`config.mk`:
```
export PLATFORM = sky130hd
export DESIGN_NAME = dmi_dm_target
export DESIGN_NICKNAME = d
export VERILOG_FILES = /design/src/rtl/dmi_pkg.sv /design/src/rtl/dm_abs_cmd.sv /design/src/rtl/dmi_dm_target.sv
export SDC_FILE = /design/constraint.sdc
export NUM_CORES = 1
export LEC_CHECK = 0
export CORE_MARGIN = 2
export CORE_UTILIZATION = 42
export DETAILED_ROUTE_END_ITERATION = 6
export GPL_ROUTABILITY_DRIVEN = 0
export PLACE_DENSITY = 0.76
export SYNTH_ARGS = -nofsm -noshare
export SYNTH_HDL_FRONTEND = slang
export SYNTH_SLANG_ARGS = --single-unit
```
`constraint.sdc`:
```
create_clock -name clk -period 1.9 [get_ports clk]
set_input_delay 0.38 -clock clk [delete_from_list [all_inputs] [get_ports clk]]
set_output_delay 0.38 -clock clk [all_outputs]
set_load 0.02 [all_outputs]
```
`src/rtl/dmi_pkg.sv`:
```
// Shared widths, DMI op codes, debug-module register map and abstract-command
// field helpers for the DM-side DMI endpoint.
package dmi_pkg;

    localparam int unsigned DMI_ADDR_WIDTH = 7;
    localparam int unsigned DMI_DATA_WIDTH = 32;
    localparam int unsigned DMI_OP_WIDTH   = 2;
    localparam int unsigned REQ_WIDTH      = DMI_ADDR_WIDTH + DMI_DATA_WIDTH + DMI_OP_WIDTH;
    localparam int unsigned RESP_WIDTH     = DMI_DATA_WIDTH + DMI_OP_WIDTH;

    localparam logic [DMI_OP_WIDTH-1:0] REQOP_NOP   = 2'd0;
    localparam logic [DMI_OP_WIDTH-1:0] REQOP_RD    = 2'd1;
    localparam logic [DMI_OP_WIDTH-1:0] REQOP_WR    = 2'd2;
    localparam logic [DMI_OP_WIDTH-1:0] RESPOP_OK   = 2'd0;
    localparam logic [DMI_OP_WIDTH-1:0] RESPOP_FAIL = 2'd2;

    localparam logic [DMI_ADDR_WIDTH-1:0] DM_DATA0      = 7'h04;
    localparam logic [DMI_ADDR_WIDTH-1:0] DM_DMCONTROL  = 7'h10;
    localparam logic [DMI_ADDR_WIDTH-1:0] DM_DMSTATUS   = 7'h11;
    localparam logic [DMI_ADDR_WIDTH-1:0] DM_ABSTRACTCS = 7'h16;
    localparam logic [DMI_ADDR_WIDTH-1:0] DM_COMMAND    = 7'h17;

    localparam logic [2:0] CMDERR_NONE       = 3'd0;
    localparam logic [2:0] CMDERR_BUSY       = 3'd1;
    localparam logic [2:0] CMDERR_NOTSUP     = 3'd2;
    localparam logic [2:0] CMDERR_HALTRESUME = 3'd4;

    localparam int unsigned CMD_TYPE_MSB     = 31;
    localparam int unsigned CMD_TYPE_LSB     = 24;
    localparam int unsigned CMD_SIZE_MSB     = 22;
    localparam int unsigned CMD_SIZE_LSB     = 20;
    localparam int unsigned CMD_TRANSFER_BIT = 17;
    localparam int unsigned CMD_WRITE_BIT    = 16;
    localparam int unsigned CMD_REGNO_MSB    = 15;

    localparam logic [2:0]  CMD_SIZE_32      = 3'd2;
    localparam logic [15:0] GPR_REGNO_FIRST  = 16'h1000;
    localparam logic [15:0] GPR_REGNO_LAST   = 16'h101F;

    typedef enum logic {DIdle, DResp} dmi_state_e;
    typedef enum logic [1:0] {AIdle, AReq, AWait} abs_state_e;

    // Only 32-bit GPR transfers of access-register type are supported.
    function automatic logic cmd_unsupported(input logic [DMI_DATA_WIDTH-1:0] cmd);
        logic [15:0] regno;
        logic        xfer;
        regno = cmd[CMD_REGNO_MSB:0];
        xfer  = cmd[CMD_TRANSFER_BIT];
        return (cmd[CMD_TYPE_MSB:CMD_TYPE_LSB] != 8'd0) ||
               (xfer && (cmd[CMD_SIZE_MSB:CMD_SIZE_LSB] != CMD_SIZE_32)) ||
               (xfer && ((regno < GPR_REGNO_FIRST) || (regno > GPR_REGNO_LAST)));
    endfunction

endpackage

```
`src/rtl/dm_abs_cmd.sv`:
```
// Abstract-command executor: issues one GPR access on the hreg port and waits
// for its completion; abort returns it to idle and discards the completion.
module dm_abs_cmd
    import dmi_pkg::*;
(
    input  logic        clk_i,
    input  logic        rst_ni,
    input  logic        start_i,
    input  logic        abort_i,
    input  logic        cmd_write_i,
    input  logic [4:0]  cmd_regno_i,
    input  logic [31:0] cmd_wdata_i,
    output logic        busy_o,
    output logic        rdata_upd_o,
    output logic [31:0] rdata_o,
    output logic        hreg_req_vld_o,
    input  logic        hreg_rdy_i,
    output logic        hreg_wr_o,
    output logic [4:0]  hreg_addr_o,
    output logic [31:0] hreg_wdata_o,
    input  logic        hreg_rvld_i,
    input  logic [31:0] hreg_rdata_i
);

    abs_state_e  state_q, state_d;
    logic        wr_q, wr_d;
    logic [4:0]  addr_q, addr_d;
    logic [31:0] wdata_q, wdata_d;

    always_comb begin
        state_d = state_q;
        wr_d    = wr_q;
        addr_d  = addr_q;
        wdata_d = wdata_q;
        if (abort_i) begin
            state_d = AIdle;
        end else begin
            unique case (state_q)
                AIdle: begin
                    if (start_i) begin
                        state_d = AReq;
                        wr_d    = cmd_write_i;
                        addr_d  = cmd_regno_i;
                        wdata_d = cmd_wdata_i;
                    end
                end
                AReq: begin
                    if (hreg_rdy_i) begin
                        state_d = AWait;
                    end
                end
                AWait: begin
                    if (hreg_rvld_i) begin
                        state_d = AIdle;
                    end
                end
                default: state_d = AIdle;
            endcase
        end
    end

    always_ff @(posedge clk_i or negedge rst_ni) begin
        if (!rst_ni) begin
            state_q <= AIdle;
            wr_q    <= 1'b0;
            addr_q  <= 5'd0;
            wdata_q <= 32'd0;
        end else begin
            state_q <= state_d;
            wr_q    <= wr_d;
            addr_q  <= addr_d;
            wdata_q <= wdata_d;
        end
    end

    // Kept outside the FSM block so the parent's data0 path has no false loop.
    assign rdata_upd_o    = (state_q == AWait) && hreg_rvld_i && !abort_i && !wr_q;
    assign rdata_o        = hreg_rdata_i;
    assign busy_o         = (state_q != AIdle);
    assign hreg_req_vld_o = (state_q == AReq);
    assign hreg_wr_o      = wr_q;
    assign hreg_addr_o    = addr_q;
    assign hreg_wdata_o   = wdata_q;

endmodule

```
`src/rtl/dmi_dm_target.sv`:
```
// Debug-module end of the DMI link: one response per request, a minimal DM
// register set, and GPR abstract commands executed through dm_abs_cmd.
module dmi_dm_target
    import dmi_pkg::*;
(
    input  logic                  clk,
    input  logic                  dev_rst_n,
    input  logic                  req_vld,
    input  logic [REQ_WIDTH-1:0]  req_data,
    output logic                  req_rdy,
    output logic                  resp_vld,
    output logic [RESP_WIDTH-1:0] resp_data,
    input  logic                  resp_rdy,
    output logic                  haltreq,
    output logic                  resumereq,
    output logic                  ndmreset,
    input  logic                  hart_halted,
    output logic                  hreg_req_vld,
    input  logic                  hreg_rdy,
    output logic                  hreg_wr,
    output logic [4:0]            hreg_addr,
    output logic [31:0]           hreg_wdata,
    input  logic                  hreg_rvld,
    input  logic [31:0]           hreg_rdata
);

    dmi_state_e            dstate_q, dstate_d;
    logic [RESP_WIDTH-1:0] resp_data_q, resp_data_d;
    logic                  dmactive_q, dmactive_d;
    logic                  haltreq_q, haltreq_d;
    logic                  resumereq_q, resumereq_d;
    logic                  resumeack_q, resumeack_d;
    logic                  ndmreset_q, ndmreset_d;
    logic [31:0]           data0_q, data0_d;
    logic [2:0]            cmderr_q, cmderr_d;

    logic [DMI_ADDR_WIDTH-1:0] req_addr;
    logic [DMI_DATA_WIDTH-1:0] req_wdata;
    logic [DMI_OP_WIDTH-1:0]   req_op;
    logic                      is_wr;
    logic                      busy_target;
    logic [31:0]               rdata;
    logic                      abs_busy, abs_start, abs_upd;
    logic [31:0]               abs_rdata;

    assign {req_addr, req_wdata, req_op} = req_data;
    assign is_wr       = (dstate_q == DIdle) && req_vld && (req_op == REQOP_WR);
    assign busy_target = (req_addr == DM_DATA0) || (req_addr == DM_ABSTRACTCS) ||
                         (req_addr == DM_COMMAND);

    // dmactive is the only field a write can change while the DM is inactive.
    always_comb begin
        dmactive_d = dmactive_q;
        if (is_wr && (req_addr == DM_DMCONTROL)) begin
            dmactive_d = req_wdata[0];
        end
    end

    always_comb begin
        rdata = 32'd0;
        case (req_addr)
            DM_DATA0:      rdata = data0_q;
            DM_DMCONTROL:  rdata = {haltreq_q, 1'b0, 28'd0, ndmreset_q, dmactive_q};
            DM_DMSTATUS:   rdata = {14'd0, {2{resumeack_q}}, 4'd0, {2{~hart_halted}},
                                    {2{hart_halted}}, 1'b1, 3'd0, 4'd2};
            DM_ABSTRACTCS: rdata = {3'd0, 5'd0, 11'd0, abs_busy, 1'b0, cmderr_q, 4'd0, 4'd1};
            default:       rdata = 32'd0;
        endcase
    end

    always_comb begin
        haltreq_d   = haltreq_q;
        resumereq_d = resumereq_q;
        resumeack_d = resumeack_q;
        ndmreset_d  = ndmreset_q;
        data0_d     = data0_q;
        cmderr_d    = cmderr_q;
        abs_start   = 1'b0;

        if (resumereq_q && !hart_halted) begin
            resumereq_d = 1'b0;
            resumeack_d = 1'b1;
        end
        if (abs_upd) begin
            data0_d = abs_rdata;
        end

        if (is_wr && dmactive_q) begin
            if (abs_busy && busy_target) begin
                if (cmderr_q == CMDERR_NONE) begin
                    cmderr_d = CMDERR_BUSY;
                end
            end else begin
                case (req_addr)
                    DM_DMCONTROL: begin
                        haltreq_d  = req_wdata[31];
                        ndmreset_d = req_wdata[1];
                        if (req_wdata[30] && !req_wdata[31]) begin
                            resumereq_d = 1'b1;
                            resumeack_d = 1'b0;
                        end
                    end
                    DM_DATA0:      data0_d  = req_wdata;
                    DM_ABSTRACTCS: cmderr_d = cmderr_q & ~req_wdata[10:8];
                    DM_COMMAND: begin
                        if (cmderr_q == CMDERR_NONE) begin
                            if (cmd_unsupported(req_wdata)) begin
                                cmderr_d = CMDERR_NOTSUP;
                            end else if (!hart_halted) begin
                                cmderr_d = CMDERR_HALTRESUME;
                            end else if (req_wdata[CMD_TRANSFER_BIT]) begin
                                abs_start = 1'b1;
                            end
                        end
                    end
                    default: ;
                endcase
            end
        end

        if (!dmactive_d) begin
            haltreq_d   = 1'b0;
            resumereq_d = 1'b0;
            resumeack_d = 1'b0;
            ndmreset_d  = 1'b0;
            data0_d     = 32'd0;
            cmderr_d    = CMDERR_NONE;
        end
    end

    always_comb begin
        dstate_d    = dstate_q;
        resp_data_d = resp_data_q;
        unique case (dstate_q)
            DIdle: begin
                if (req_vld) begin
                    dstate_d = DResp;
                    case (req_op)
                        REQOP_RD:           resp_data_d = {rdata, RESPOP_OK};
                        REQOP_NOP, REQOP_WR: resp_data_d = {32'd0, RESPOP_OK};
                        default:            resp_data_d = {32'd0, RESPOP_FAIL};
                    endcase
                end
            end
            DResp: begin
                if (resp_rdy) begin
                    dstate_d = DIdle;
                end
            end
        endcase
    end

    always_ff @(posedge clk or negedge dev_rst_n) begin
        if (!dev_rst_n) begin
            dstate_q    <= DIdle;
            resp_data_q <= '0;
            dmactive_q  <= 1'b0;
            haltreq_q   <= 1'b0;
            resumereq_q <= 1'b0;
            resumeack_q <= 1'b0;
            ndmreset_q  <= 1'b0;
            data0_q     <= 32'd0;
            cmderr_q    <= CMDERR_NONE;
        end else begin
            dstate_q    <= dstate_d;
            resp_data_q <= resp_data_d;
            dmactive_q  <= dmactive_d;
            haltreq_q   <= haltreq_d;
            resumereq_q <= resumereq_d;
            resumeack_q <= resumeack_d;
            ndmreset_q  <= ndmreset_d;
            data0_q     <= data0_d;
            cmderr_q    <= cmderr_d;
        end
    end

    dm_abs_cmd u_abs_cmd (
        .clk_i          (clk),
        .rst_ni         (dev_rst_n),
        .start_i        (abs_start),
        .abort_i        (~dmactive_d),
        .cmd_write_i    (req_wdata[CMD_WRITE_BIT]),
        .cmd_regno_i    (req_wdata[4:0]),
        .cmd_wdata_i    (data0_q),
        .busy_o         (abs_busy),
        .rdata_upd_o    (abs_upd),
        .rdata_o        (abs_rdata),
        .hreg_req_vld_o (hreg_req_vld),
        .hreg_rdy_i     (hreg_rdy),
        .hreg_wr_o      (hreg_wr),
        .hreg_addr_o    (hreg_addr),
        .hreg_wdata_o   (hreg_wdata),
        .hreg_rvld_i    (hreg_rvld),
        .hreg_rdata_i   (hreg_rdata)
    );

    assign req_rdy   = (dstate_q == DIdle);
    assign resp_vld  = (dstate_q == DResp);
    assign resp_data = resp_data_q;
    assign haltreq   = haltreq_q & dmactive_q;
    assign resumereq = resumereq_q;
    assign ndmreset  = ndmreset_q;

endmodule

```
==> results.txt <==
fin crit share -> 1.17
vias per inst -> 5.63
Diodes inserted -> 0
crit-path max cell delay -> 0.42 ns
commonest cells after routing, fill and taps aside -> 132 x clkdlybuf4s50_1, 127 x nand2_1, 113 x dfrtp_1
Root Driver -> clkbuf_16
CTS tree -> yes
Total Wirelength -> 17.1 mm
largest net degree at the start of global routing -> 115
Clk pwr share -> 0.552
critical-path maximum fanout -> 6
CP endpoint kind -> flop
fraction of layout cells with a size suffix above 1 -> 0.200
final setup violating endpoints -> 79
Initial Utilization -> 0.435
Filler cells -> 802
R2R cell count -> 9
DR DRC count -> 0
Post-synth EDFFs -> 0
RSZ-0062 raised after global routing -> yes
Buf/Inv on CP -> 3
Final WS setup -> -0.331 ns
Post-Synthesis Cells -> 490
Synthesis Warnings -> 0
LEAKAGE -> 3.71 nW
global-route wire length before repair -> 25.3 mm
clock slew at reported path FFs -> 0.06 ns
Num CTS Buffers -> 17
Top FF cell, synth -> dfrtp_1
Comb pwr share -> 0.066
crit path time final -> 2.23 ns
worst vdd ir -> 0.468 mV
status -> finished with violations
Post-DP HPWL -> 11.1 mm
pwr dens -> 779 nW/um^2
Crit-path slowest cell -> dfrtp_2
fmax -> 448 MHz
GRT Residual Overflow -> 0
Max Cap Viol -> 0
clock buffer depth -> 2
Chip Height -> 113 microns
Placeable Area -> 11,600 sq um
Seq/Total Area, Yosys -> 0.567
Sw Ratio -> 0.219
Cell Chain, Critical Path -> nor4bb_4 -> buf_4 -> nand3_4 -> mux2i_4 -> nor4_4 -> buf_4 -> clkbuf_16 -> mux2i_2 -> a21oi_1
via count -> 4,883
final hold violations -> 0
FFs w/ async S/R, synth -> 1.00
wire length per cell -> 19.7 microns
Post-Syn Area per Cell -> 10.3 sq um
Final Core Density -> 0.709
Sequential Power Share -> 0.382
DRT iter0 DRCs -> 374
critical path depth -> 9
DIE WIDTH -> 113 microns
Core Rows -> 39
failing checks -> negative setup slack
count of unique library cells instantiated by Yosys -> 45
worst slew pin tran -> 0.602 ns
Yosys reg bits -> 114
Most Frequent Cell on Critical Path -> buf_4
Worst setup SP type -> flop
Port Buffers -> 156
Rel. slew slack -> 0.599
clk_skew -> 0.00666 ns
critical path required time -> 2.19 ns
Die ar. -> 12,900 sq um
clock latency on the worst-skew pair -> 0.42 ns
Cell Int Power -> 0.00500 W
initial antenna violation count -> 0
antenna-violating nets left -> 0
setup tns final -> -19.15 ns
TritonRoute pass-1 iters -> 4
min-delay worst type -> in2async
commonest non-fill, non-tap cell in the layout -> clkdlybuf4s50_1
clock sink count -> 114
area delta synth->final -> 62.9%
WS Path Type -> reg2reg
htree depth -> 4
Ports -> 158
synthesized cell area -> 5030 sq um
Psw -> 0.00140 W
syn nets -> 570
gr usage total -> 0.258
Worst path top cell family by delay -> simple AND/OR/NAND/NOR gates
arrival time worst endpoint -> 2.52 ns
fin. max-slew vios -> 0
vias in the first global route -> 4,845
Final nets -> 792
[synth_stat cells (2+ instances only)]
cell type,instances,area (sq um)
and2_1,2,12.5
buf_2,5,25.0
nor4b_1,2,17.5
buf_4,6,45.0
mux2i_1,35,350
nor3_1,6,30.0
dfrtp_1,114,2850
buf_6,2,22.5
a22o_1,32,280
clkbuf_1,15,56.3
nand4_1,3,18.8
a31oi_1,3,18.8
a32o_1,3,30.0
inv_1,2,7.51
nor3b_1,4,30.0
or4_1,4,30.0
a21oi_1,37,185
a221o_1,3,30.0
o21ai_0,40,200
nor2_1,14,52.6
nand2_1,129,484
nand3_1,6,30.0
[flip-flops by register name, summed over array words and instances (netlist names)]
signal,flops
cmderr_q,3
data0_q,32
dmactive_q,1
haltreq_q,1
ndmreset,1
resp_data,33
resp_vld,1
resumeack_q,1
resumereq,1
u_abs_cmd.hreg_addr_o,5
u_abs_cmd.hreg_wdata_o,32
u_abs_cmd.hreg_wr_o,1
u_abs_cmd.state_q,2
[logic make-up after synthesis]
kind of cell | synth area share
buffers and inverters | 0.0318
and+or+nand+nor | 0.167
DFF | 0.567
muxes | 0.0741
AOI/OAI and AO/OA | 0.160
other | 0.000745
[metrics by stage]
| stage | setup slack [ns] | cells | hold WS [ns] | power (W) | instance area, sq um |
|---|---|---|---|---|---|
| 2_1_floorplan | -0.257 | 490 | 0.0844 | 0.00256 | 5070 |
| 3_3_place_gp | -0.859 | 822 | 0.453 | 0.00289 | 7200 |
| 3_5_place_dp | -0.899 | 822 | 0.458 | 0.00289 | 7200 |
| 4_1_cts | -0.313 | 860 | 0.0732 | 0.00642 | 8020 |
| 5_1_grt | -0.446 | 868 | 0.0889 | 0.00657 | 8200 |
| 6_report | -0.331 | 868 | 0.0387 | 0.00639 | 8200 |
[final timing paths]
check	slack, ns	endpoint	from
worst max-delay path	-0.33	data0_q[31]	resp_vld
worst min-delay path	0.04	data0_q[18]	dev_rst_n
worst max register to register	-0.33	data0_q[31]	resp_vld
worst min register to register	0.47	u_abs_cmd.hreg_wdata_o[26]	u_abs_cmd.hreg_wdata_o[26]
max in group asynchronous	1.39	resp_vld	dev_rst_n
min in group clk	0.31	data0_q[7]	req_data[9]
[layer usage]
layer / GRT usage / vias to the layer above / part of all wire
met5: 0 / - / 0
met2: 0.423 / 227 / 0.49
met3: 0.0659 / 41 / 0.067
met1: 0.327 / 2430 / 0.41
met4: 0.111 / 0 / 0.031
li1: - / 2185 / -
[repair_timing]
item / CTS / global route
endpoints found under the setup margin: 91 / 112
gates resized for setup: 35 / 30
buffers inserted: 4 / 5
hold buffers: 0 / 0
pin swaps: 16 / 19
cloned: 2 / 3
[power groups by stage]
stage	registers, W	clock network, W	logic (W)
finish	0.00244	0.00353	0.000422
global route	0.00244	0.00368	0.000448
CTS	0.00244	0.00356	0.000411
detailed placement	0.00248	0	0.000407
global placement	0.00248	0	0.000403
floorplan	0.00249	0	0.0000684
[area by class of cell]
cell class              count  area [sq um]  area share
repair buffers            231          2310       0.282
inverters                   3          11.3     0.00137
flip-flops and latches    114          2850       0.348
clock inverters            15           231      0.0282
clock buffers              17           425      0.0519
multi-input cells         345          2190       0.267
well taps                 143           179      0.0218
Power figures use the tool's default switching activity.
